### config.mk
export PLATFORM = sky130hd
export DESIGN_NAME = dbus_to_sramx_pipe
export DESIGN_NICKNAME = d
export VERILOG_FILES = /design/src/rtl/dbus_to_sramx_pipe.sv
export SDC_FILE = /design/constraint.sdc
export NUM_CORES = 1
export LEC_CHECK = 0
export ABC_AREA = 1
export CAP_MARGIN = 20
export CORE_MARGIN = 4
export CORE_UTILIZATION = 39
export CTS_BUF_LIST = sky130_fd_sc_hd__clkbuf_16
export DETAILED_ROUTE_END_ITERATION = 16
export GPL_ROUTABILITY_DRIVEN = 0
export HOLD_SLACK_MARGIN = 0.03
export PLACE_DENSITY_LB_ADDON = 0.12
export SLEW_MARGIN = 20
export SYNTH_ARGS = -nofsm -noshare
export SYNTH_HDL_FRONTEND = slang
export SYNTH_SLANG_ARGS = --single-unit
### constraint.sdc
create_clock -name clk -period 2.05 [get_ports clk]
set_input_delay 0.41 -clock clk [delete_from_list [all_inputs] [get_ports clk]]
set_output_delay 0.41 -clock clk [all_outputs]
set_load 0.01 [all_outputs]
### src/rtl/dbus_to_sramx_pipe.sv
// CPU data-bus to fixed-latency SRAMx adapter with misalignment blocking and saturating counters.
// Latency: dsreq is combinational in the request cycle; data_ok/derr follow LATENCY cycles later.
// Backpressure: none, addr_ok is tied high and one request is taken every cycle.
package dbus_sramx_pkg;

    localparam logic [2:0] MSIZE1 = 3'd0;
    localparam logic [2:0] MSIZE2 = 3'd1;
    localparam logic [2:0] MSIZE4 = 3'd2;

    typedef struct packed {
        logic        valid;
        logic [31:0] addr;
        logic [2:0]  size;
        logic [3:0]  strobe;
        logic [31:0] data;
    } dbus_req_t;

    typedef struct packed {
        logic        addr_ok;
        logic        data_ok;
        logic [31:0] data;
    } dbus_resp_t;

    typedef struct packed {
        logic        en;
        logic [3:0]  wen;
        logic [31:0] addr;
        logic [31:0] wdata;
    } sramx_req_t;

    typedef struct packed {
        logic [31:0] rdata;
    } sramx_resp_t;

endpackage

module dbus_to_sramx_pipe
    import dbus_sramx_pkg::*;
#(
    parameter int unsigned LATENCY     = 1,
    parameter int unsigned CHECK_ALIGN = 1,
    parameter int unsigned CNT_W       = 32
) (
    input  logic              clk,
    input  logic              resetn,
    input  dbus_req_t         dreq,
    output dbus_resp_t        dresp,
    output sramx_req_t        dsreq,
    input  sramx_resp_t       dsresp,
    output logic              derr,
    output logic [CNT_W-1:0]  req_cnt,
    output logic [CNT_W-1:0]  err_cnt
);

    if (LATENCY < 1 || LATENCY > 4) begin : g_bad_latency
        $error("dbus_to_sramx_pipe: LATENCY must be in 1..4");
    end

    typedef struct packed {
        logic v;
        logic mis;
    } tag_t;

    localparam logic [CNT_W-1:0] CNT_MAX = '1;
    localparam logic [CNT_W-1:0] CNT_ONE = CNT_W'(1);

    logic             mis;
    logic             en;
    tag_t             tag_d [LATENCY];
    tag_t             tag_q [LATENCY];
    tag_t             tag_last;
    logic [CNT_W-1:0] req_cnt_d, req_cnt_q;
    logic [CNT_W-1:0] err_cnt_d, err_cnt_q;

    // Sizes beyond a word are illegal encodings and are rejected like misaligned ones.
    always_comb begin
        mis = 1'b0;
        if (CHECK_ALIGN != 0) begin
            case (dreq.size)
                MSIZE1:  mis = 1'b0;
                MSIZE2:  mis = dreq.addr[0];
                MSIZE4:  mis = |dreq.addr[1:0];
                default: mis = 1'b1;
            endcase
        end
    end

    always_comb begin
        en          = dreq.valid & ~mis;
        dsreq.en    = en;
        dsreq.wen   = en ? dreq.strobe : 4'b0000;
        dsreq.addr  = dreq.addr;
        dsreq.wdata = dreq.data;
    end

    always_comb begin
        tag_d[0].v   = dreq.valid;
        tag_d[0].mis = dreq.valid & mis;
        for (int k = 1; k < LATENCY; k++) begin
            tag_d[k] = tag_q[k-1];
        end
        if (!resetn) begin
            for (int k = 0; k < LATENCY; k++) begin
                tag_d[k] = '0;
            end
        end
    end

    always_comb begin
        req_cnt_d = req_cnt_q;
        err_cnt_d = err_cnt_q;
        if (dreq.valid && req_cnt_q != CNT_MAX) begin
            req_cnt_d = req_cnt_q + CNT_ONE;
        end
        if (dreq.valid && mis && err_cnt_q != CNT_MAX) begin
            err_cnt_d = err_cnt_q + CNT_ONE;
        end
        if (!resetn) begin
            req_cnt_d = '0;
            err_cnt_d = '0;
        end
    end

    always_ff @(posedge clk) begin
        for (int k = 0; k < LATENCY; k++) begin
            tag_q[k] <= tag_d[k];
        end
        req_cnt_q <= req_cnt_d;
        err_cnt_q <= err_cnt_d;
    end

    // Completion is decided purely by the oldest tag; rdata is passed through unless blocked.
    always_comb begin
        tag_last      = tag_q[LATENCY-1];
        dresp.addr_ok = 1'b1;
        dresp.data_ok = tag_last.v;
        dresp.data    = tag_last.mis ? 32'h0000_0000 : dsresp.rdata;
        derr          = tag_last.v & tag_last.mis;
        req_cnt       = req_cnt_q;
        err_cnt       = err_cnt_q;
    end

endmodule
==> qor.yml <==
outcome:
  status: "completed"
clocking:
  clock_tree.buffer_depth: 2
  cts.sink_count: 66
  hold_buffers: 0
  clock-root-buffer: "clkbuf_16"
  worstSkewPairLatency_ns: 0.34
  tritoncts: "built"
  cts_inserted_buffers: 9
  clk_pin_slew_ns: 0.06
  cts_htree_levels: 3
sta:
  min_period_over_period: 0.966
  setup_repair_after_global_routing_missed_its_margin: "false"
  maxSlewViolCount: 0
  max_freq_ghz: 0.505
  timing.final.crit_period_ns: 1.98
  finClkSkew_ns: 0.00519
  report.final.hold_viol_count: 0
  tightest_slew_ns: 0.640
  relSlewSlack: 0.573
  final_count_of_negative_setup_slack_endpoints: 0
synthesis:
  netlist-cell-type-count: 30
  synthesis.instances: 825
  yosysWarnings: 0
  yosys_register_bits: 66
  syn_nets: 933
  synth.cell_area_sq_um: 4820
  syn_area_per_cell_sq_um: 5.84
  synth.yosys.seq_area_share: 0.274
die:
  core_area_sq_um: 12100
  die_width_um: 119
  top_level_ports: 274
  initial_core_util: 0.400
  die_h_um: 119
  floorplan.rows: 40
  die_area_sq_um: 14200
global_route:
  grt_first_pass_wirelength_um: 22200
  grt_pass1_vias: 4647
  pin_count_of_the_biggest_net_entering_global_routing: 31
  grt-ovfl-total: 0
  grt_antenna_before_repair: 0
  gr_util_all_layers: 0.193
cells_and_area:
  n_fill_cell: 1180
  layout.cells.most_common_list: "nand2_1, nor2_1, clkdlybuf4s50_1, inv_1, dfxtp_1"
  drive_above_1_share: 0.0663
  sequential_cell_area_sq_um: 1320
  synthToLayoutAreaGrowth_pct: 32.5
  antenna_cells_inserted: 0
  final_cell_count_no_fill: 1088
  leading_cell_type_in_the_layout_fill_and_taps_excluded: "nand2_1"
  multiInputGateArea_sq_um: 2500
  num-nets-final: 1023
  layout.core_utilization: 0.529
power:
  p_per_area_nw_per_um2: 530
  peakVddDrop_v: 0.000453
  p_leak_nw: 2.62
placed_design:
  detailedPlacementHpwl_um: 11000
  io_buffers: 148
  dp.cells: 1072
worst_setup_path:
  timing.critical_path.required_ns: 1.64
  cp-start-kind: "register"
  endpoint_type_of_the_worst_setup_path: "primary output"
  reg2reg_path_depth: 10
  worstPathMaxFanout: 27
  criticalPathCategory: "reg2out"
  wp_data_arrival_ns: 1.57
run:
  timing.max_cap.violations: 0
route:
  postRouteAntennaNets: 0
  dr.first_iter.drc_count: 312
  detail_route.first_pass.iterations: 5
  drc_errors: 0
  dr_total_vias: 5114
  avgRoutedWirePerCell_um: 12.8
  avgViaCountPerCell: 4.70
  drt_wl_total_um: 13900
min_path:
  worstHoldPathCells: 2
  min-delay-path-class: "reg2reg"
==> per-stage QoR <==
stage | setup TNS (ns) | hold WS [ns] | setup WS, ns | total power [mW] | cell area (sq um)
after floorplan | 0 | 0.510 | 0.394 | 1.64 | 4820
after global placement | -1.24 | 0.491 | -0.282 | 1.76 | 6070
after detailed placement | -1.47 | 0.499 | -0.343 | 1.76 | 6070
after CTS | 0 | 0.509 | 0.00849 | 3.43 | 6380
after global routing | 0 | 0.555 | 0.00854 | 3.52 | 6390
final | 0 | 0.515 | 0.0695 | 3.39 | 6390
==> flip-flops by register name (all words and copies together), names as in the netlist <==
register,cells
req_cnt,32
err_cnt,32
tag_q,2
==> area by class of cell <==
| type | count | area share |
|---|---|---|
| clock buffer | 9 | 0.0353 |
| tap | 168 | 0.0329 |
| timing repair buffer | 170 | 0.262 |
| inverter | 97 | 0.0570 |
| multi-input combinational | 571 | 0.391 |
| clock inverter | 7 | 0.0147 |
| sequential | 66 | 0.207 |
==> what timing repair did <==
action	4_1_cts	5_1_grt
pin swaps	0	0
resized for setup	17	7
setup endpoints to repair	32	7
buffers inserted	0	0
==> Yosys cell counts <==
| library cell | number | area [sq um] |
|---|---|---|
| inv_1 | 96 | 360 |
| nor2_4 | 4 | 45.0 |
| nand2_4 | 1 | 11.3 |
| buf_2 | 6 | 30.0 |
| a31oi_1 | 6 | 37.5 |
| and2_1 | 1 | 6.26 |
| nand3b_1 | 2 | 15.0 |
| clkbuf_1 | 12 | 45.0 |
| inv_2 | 1 | 3.75 |
| nor3_1 | 1 | 5.00 |
| xor2_1 | 11 | 96.3 |
| o21ai_0 | 9 | 45.0 |
| nand2_1 | 222 | 833 |
| a21oi_1 | 45 | 225 |
| nor2_2 | 3 | 18.8 |
| nand3_2 | 2 | 20.0 |
| ha_1 | 2 | 25.0 |
| buf_6 | 6 | 67.6 |
| nand2_2 | 4 | 25.0 |
| conb_1 | 1 | 3.75 |
| buf_4 | 67 | 503 |
| o21ai_1 | 2 | 10.0 |
| xnor2_1 | 1 | 8.76 |
| dfxtp_1 | 66 | 1320 |
| nor2_1 | 197 | 739 |
| nand3_1 | 44 | 220 |
| a21oi_2 | 1 | 8.76 |
| nand4_1 | 10 | 62.6 |
| and3_1 | 1 | 6.26 |
| nor2_8 | 1 | 20.0 |
==> worst max-delay path: stages (launching register included) <==
cell and delay (ns):
dfxtp_2 0.35, buf_6 0.18, nor2_1 0.12, clkdlybuf4s50_1 0.57
==> cells by family (layout without fill, tap and decap cells) <==
group / Yosys count / after routing / synth area share
compound gates: 63 / 63 / 0.0678
xor+xnor: 12 / 12 / 0.0218
fa+ha+maj: 2 / 2 / 0.00519
buf+inv: 188 / 283 / 0.209
flops: 66 / 66 / 0.274
other cells: 1 / 1 / 0.000778
simple gates: 493 / 493 / 0.421
==> metal layers <==
metal / track usage / routed length, um
met1: 0.216 / 5650
met2: 0.335 / 6970
met3: 0.0537 / 820
met4: 0.0934 / 459
met5: 0 / 0
==> worst paths after layout <==
kind | start | to | slack (ns)
worst max-delay path | tag_q[0][0]$_SDFF_PN0_ | dresp[22] | 0.07
worst min-delay path | req_cnt[1]$_SDFFE_PN0P_ | req_cnt[1]$_SDFFE_PN0P_ | 0.51
worst min register to register | req_cnt[1]$_SDFFE_PN0P_ | req_cnt[1]$_SDFFE_PN0P_ | 0.51
worst max register to register | req_cnt[0]$_SDFFE_PN0P_ | req_cnt[26]$_SDFFE_PN0P_ | 0.27
==> report_power, final <==
| group | switching [mW] | internal (mW) |
|---|---|---|
| logic | 0.187 | 0.233 |
| clock network | 0.596 | 1.06 |
| registers | 0.0145 | 1.30 |
| total | 0.797 | 2.59 |
Note: power is estimated with default switching activity, not from simulation.
